--- src/rtl/pipe_out_buffer_pkg.sv ---
`default_nettype none
// +----------------------------------------------------------------------------+
// | pipe_out_buffer_pkg                                                        |
// | Shared defaults and error-cause encoding for the pipe output buffer.       |
// | Revision: 1.0                                                              |
// +----------------------------------------------------------------------------+
package pipe_out_buffer_pkg;

  localparam int unsigned DEFAULT_WIDTH = 32;
  localparam int unsigned DEFAULT_DEPTH = 8;

  typedef struct packed {
    logic issue_ovf;  // issue attempted with no credit left
    logic push_drop;  // result arrived with no free slot
  } err_cause_t;

  function automatic logic any_err(input err_cause_t c);
    return c.issue_ovf | c.push_drop;
  endfunction

endpackage
`default_nettype wire

--- src/rtl/pipe_out_buffer_fifo_mem.sv ---
`default_nettype none
// +----------------------------------------------------------------------------+
// | pipe_out_buffer_fifo_mem                                                   |
// | DEPTH x WIDTH storage: one synchronous write port, one async read port.    |
// | Revision: 1.0                                                              |
// +----------------------------------------------------------------------------+
module pipe_out_buffer_fifo_mem #(
  parameter int unsigned WIDTH = 32,
  parameter int unsigned DEPTH = 8,
  localparam int unsigned AW = $clog2(DEPTH)
) (
  input  logic             clk,
  input  logic             wr_en_i,
  input  logic [AW-1:0]    wr_addr_i,
  input  logic [WIDTH-1:0] wr_data_i,
  input  logic [AW-1:0]    rd_addr_i,
  output logic [WIDTH-1:0] rd_data_o
);

  // No reset on the array so it maps onto fabric RAM.
  logic [WIDTH-1:0] mem_q [DEPTH];

  always_ff @(posedge clk) begin
    if (wr_en_i) begin
      mem_q[wr_addr_i] <= wr_data_i;
    end
  end

  assign rd_data_o = mem_q[rd_addr_i];

endmodule
`default_nettype wire

--- src/rtl/pipe_out_buffer.sv ---
`default_nettype none
// +----------------------------------------------------------------------------+
// | pipe_out_buffer                                                            |
// | Credit-issuing elastic FIFO behind a fixed-latency pipe, valid/ready out.  |
// | Revision: 1.0                                                              |
// +----------------------------------------------------------------------------+
module pipe_out_buffer
  import pipe_out_buffer_pkg::*;
#(
  parameter int unsigned WIDTH = DEFAULT_WIDTH,
  parameter int unsigned DEPTH = DEFAULT_DEPTH,
  localparam int unsigned AW = $clog2(DEPTH)
) (
  input  logic             clk,
  input  logic             rst,
  output logic             issue_ready,
  input  logic             issue,
  input  logic             pipe_valid,
  input  logic [WIDTH-1:0] pipe_data,
  output logic             out_valid,
  input  logic             out_ready,
  output logic [WIDTH-1:0] out_data,
  output logic [AW:0]      count,
  output logic             err
);

  localparam logic [AW:0] FULL_CNT = (AW+1)'(DEPTH);

  logic [AW:0]      credits_q, credits_d;
  logic [AW:0]      count_q, count_d;
  logic [AW-1:0]    wr_ptr_q, wr_ptr_d;
  logic [AW-1:0]    rd_ptr_q, rd_ptr_d;
  logic             err_q, err_d;
  logic             issue_acc, pop_en, push_en;
  err_cause_t       cause;
  logic [WIDTH-1:0] rd_data;

  always_comb begin
    issue_acc = issue && (credits_q != '0);
    pop_en    = (count_q != '0) && out_ready;
    // A pop in the same cycle frees the slot the incoming word needs.
    push_en   = pipe_valid && ((count_q != FULL_CNT) || pop_en);

    cause.issue_ovf = issue && (credits_q == '0);
    cause.push_drop = pipe_valid && !push_en;
    err_d = err_q | any_err(cause);

    credits_d = credits_q;
    if (issue_acc && !pop_en) begin
      credits_d = credits_q - (AW+1)'(1);
    end else if (pop_en && !issue_acc && (credits_q != FULL_CNT)) begin
      credits_d = credits_q + (AW+1)'(1);
    end

    count_d = count_q;
    if (push_en && !pop_en) begin
      count_d = count_q + (AW+1)'(1);
    end else if (pop_en && !push_en) begin
      count_d = count_q - (AW+1)'(1);
    end

    wr_ptr_d = push_en ? wr_ptr_q + AW'(1) : wr_ptr_q;
    rd_ptr_d = pop_en  ? rd_ptr_q + AW'(1) : rd_ptr_q;
  end

  always_ff @(posedge clk) begin
    if (!rst) begin
      credits_q <= FULL_CNT;
      count_q   <= '0;
      wr_ptr_q  <= '0;
      rd_ptr_q  <= '0;
      err_q     <= 1'b0;
    end else begin
      credits_q <= credits_d;
      count_q   <= count_d;
      wr_ptr_q  <= wr_ptr_d;
      rd_ptr_q  <= rd_ptr_d;
      err_q     <= err_d;
    end
  end

  pipe_out_buffer_fifo_mem #(
    .WIDTH (WIDTH),
    .DEPTH (DEPTH)
  ) u_mem (
    .clk       (clk),
    .wr_en_i   (push_en),
    .wr_addr_i (wr_ptr_q),
    .wr_data_i (pipe_data),
    .rd_addr_i (rd_ptr_q),
    .rd_data_o (rd_data)
  );

  assign issue_ready = (credits_q != '0);
  assign out_valid   = (count_q != '0);
  assign out_data    = out_valid ? rd_data : '0;
  assign count       = count_q;
  assign err         = err_q;

endmodule
`default_nettype wire
--- config.mk ---
export PLATFORM = sky130hd
export DESIGN_NAME = pipe_out_buffer
export DESIGN_NICKNAME = d
export VERILOG_FILES = /design/src/rtl/pipe_out_buffer_pkg.sv /design/src/rtl/pipe_out_buffer_fifo_mem.sv /design/src/rtl/pipe_out_buffer.sv
export SDC_FILE = /design/constraint.sdc
export NUM_CORES = 1
export LEC_CHECK = 0
export BUFFER_PORTS_ARGS = -buffer_cell sky130_fd_sc_hd__buf_2
export CORE_MARGIN = 3
export CORE_UTILIZATION = 49
export CTS_CLUSTER_DIAMETER = 150
export CTS_CLUSTER_SIZE = 20
export DETAILED_ROUTE_END_ITERATION = 7
export HOLD_SLACK_MARGIN = 0.05
export PLACE_DENSITY = 0.67
export SLEW_MARGIN = 10
export SYNTH_ARGS = -nofsm -noshare
export SYNTH_HDL_FRONTEND = slang
export SYNTH_SLANG_ARGS = --single-unit
export TNS_END_PERCENT = 50
--- constraint.sdc ---
create_clock -name clk -period 9.3 [get_ports clk]
set_clock_uncertainty 0.2 [all_clocks]
set_input_delay 0.93 -clock clk [delete_from_list [all_inputs] [get_ports clk]]
set_output_delay 0.93 -clock clk [all_outputs]
set_load 0.02 [all_outputs]
==> impl_metrics.env <==
export IMPL_firstDrtPassIters=4
export IMPL_drc=0
export IMPL_period_minus_slack_ns=4.10
export IMPL_seq_power_share_pct=48.1
export IMPL_pwr_share_clk_pct=22.3
export IMPL_synth_top_area_share_pct=71.4
export IMPL_cp_start_kind="flop"
export IMPL_ys_flop_type="edfxtp_1"
export IMPL_routedWlPerCell_um=22.5
export IMPL_grtUsageMet3_pct=2.60
export IMPL_path_max_fanout=48
export IMPL_top_usage_layer="met2"
export IMPL_cts_setup_buffers=0
export IMPL_synth_yosys_seq_area_share_pct=74.7
export IMPL_grt_max_degree=49
export IMPL_fin_crit_sh_pct=44.1
export IMPL_synth_most_common_cell="edfxtp_1"
export IMPL_critPathCaptureType="output port"
export IMPL_ant_nets=0
export IMPL_yosys_top_cells_count="edfxtp_1, mux4_2, nor2_1"
export IMPL_p_int_mw=2.17
export IMPL_ys_top_cells_by_area="edfxtp_1, mux4_2, dfxtp_1"
export IMPL_gr_total_overflow=0
export IMPL_hpwl_mm=11.8
export IMPL_status="completed"
export IMPL_r2r_end="u_mem.mem_q[7][4]"
export IMPL_track_usage_pct=17.4
export IMPL_max_freq_mhz=244
export IMPL_post_dp_cell_area_um2=11600
export IMPL_use_met2_pct=30.1
export IMPL_crit_arrival_ns=2.97
export IMPL_antennaDiodeCount=0
export IMPL_rows=53
export IMPL_antenna_found_initial=0
export IMPL_nets=667
export IMPL_drive_gt1_share_pct=30.9
export IMPL_tns_ns=0
export IMPL_worst_ep_required_time_ns=8.17
export IMPL_yosysTopAreaCell="edfxtp_1"
export IMPL_first_iter_violations=326
export IMPL_met1_usage_pct=23.8
export IMPL_grt_pass1_vias=5575
export IMPL_drt_total_wl_mm=20.2
export IMPL_ios=76
export IMPL_reg2reg_from="count[0]"
export IMPL_synth_ff_latch_count=274
export IMPL_leakage_nw=3.87
export IMPL_rrSetupSlack_ns=6.24
export IMPL_syn_nets=582
export IMPL_power_density_nw_per_um2=260
export IMPL_synthArstFlopShare_pct=0
export IMPL_dieArea_um2=23800
export IMPL_worst_hold_startpoint="rd_ptr_q[1]"
export IMPL_core_area_um2=21300
export IMPL_htreeDepth=1
export IMPL_syn_area_um2=10800
export IMPL_cts_resized=0
export IMPL_switchingPower_uw=950
export IMPL_p_total_mw=3.12
export IMPL_final_core_util_pct=56.4
export IMPL_worstRegToRegCells=6
export IMPL_fin_area_um2=12000
export IMPL_dp_cells=877
export IMPL_hold_violations=0
export IMPL_worstHoldPathType="flop to flop"
export IMPL_synth_edf_count=256
export IMPL_combPwrFrac_pct=29.6
export IMPL_die_y_um=154
export IMPL_syn_inst=536
export IMPL_clock_latency_ns=0.48
export IMPL_synth_cell_types=44
export IMPL_netSwitchingFraction_pct=30.4
export IMPL_rsz0062_at_grt="no"
export IMPL_cts_clk_slew_worst_paths_ns=0.08
export IMPL_avgSynthCellArea_um2=20.1
export IMPL_grt_first_pass_wirelength_mm=32.0
export IMPL_initial_core_util_pct=50.6
export IMPL_cts_buffer_depth=3
export IMPL_ys_warn_count=0
export IMPL_cts_tree="yes"
export IMPL_maxSlewHeadroom_pct=27.4
export IMPL_cts_sinks=274
export IMPL_dieWidth_um=154
export IMPL_cts_inserted_buffers=17
export IMPL_ir_drop_v=0.000196
export IMPL_drv_slew=0
export IMPL_num_vias=5149
export IMPL_maxCapViolCount=0
export IMPL_gp_congestion=0.725
export IMPL_worst_slew_pin_slew_ns=1.08
export IMPL_via_per_inst=5.72
export IMPL_cts_root_buf="clkbuf_16"
export IMPL_hold_path_depth=2
export IMPL_port_buffers=75
export IMPL_finalSetupViolCount=0
export IMPL_area_growth_pct=11.6
export IMPL_stdcell_count=900
export IMPL_cts_hold_buf=0
export IMPL_crit_type="flop to output port"
[power groups by stage]
stage / sequential [mW] / clock (mW) / combinational, mW
floorplan: 1.49 / 0 / 0.708
global placement: 1.53 / 0 / 0.919
detailed placement: 1.53 / 0 / 0.945
CTS: 1.50 / 0.720 / 0.948
global route: 1.52 / 0.769 / 1.01
finish: 1.50 / 0.697 / 0.924
[worst max-delay path: stages (launching register included)]
cell and delay (ns):
dfxtp_4 0.55, buf_4 0.82, mux4_2 0.60, mux2i_1 0.17, nor2_1 0.08, buf_2 0.22
[state kept, by name (all words and copies together), names as in the netlist, named ones only]
register     flops
u_mem.mem_q    256
err              1
rd_ptr_q         3
wr_ptr_q         3
count            4
credits_q        4
[layout by cell type, fill, tap and decap left out, types with 5 or more instances in the layout]
cell and count:
edfxtp_1 256, buf_2 75, mux4_2 64, nor2_1 44, mux2i_1 36, clkbuf_16 17, buf_4 17, dfxtp_1 15
nand2_1 14, a21oi_1 10, inv_1 8, ha_1 7, nand3_1 5, clkbuf_1 5
[worst max path at each step]
stage	from	endpoint	slack, ns	depth (start not counted)
after global placement	flop	out_data[24]	5.64	5
after detailed placement	flop	out_data[31]	5.60	5
after CTS	flop	out_data[31]	5.08	5
final	flop	out_data[31]	5.20	5
after global routing	flop	out_data[29]	4.90	5
after floorplan	out_ready	u_mem.mem_q[0][0]	4.28	3
[metal layers]
| metal | up-vias | part of all wire, % |
|---|---|---|
| met5 | - | 0 |
| met4 | 0 | 1.4 |
| met3 | 22 | 5.0 |
| met2 | 130 | 52 |
| met1 | 2677 | 42 |
| li1 | 2320 | - |
[layout make-up]
type	count	area [µm²]
clock buffer	22	444
clock inverter	1	8.76
fill	1621	9270
inverter	11	46.3
multi-input combinational	225	2610
sequential	274	8050
tap	275	344
timing repair buffer	92	503
[metrics by stage]
stage | setup WS [ns] | hold WS [ns]
after global routing | 4.90 | 0.347
final | 5.20 | 0.294
after CTS | 5.08 | 0.297
after floorplan | 4.28 | 0.254
after global placement | 5.64 | 0.260
after detailed placement | 5.60 | 0.277
[cell families after synthesis]
group	after synthesis	share of synthesized area (%)
buffers and inverters	37	1.52
AOI/OAI and AO/OA	27	1.87
adders and majority gates	9	1.19
DFF	274	74.7
and+or+nand+nor	82	3.35
xor gates and xnor gates	6	0.488
muxes	101	16.8
Note: power is estimated with default switching activity, not from simulation.
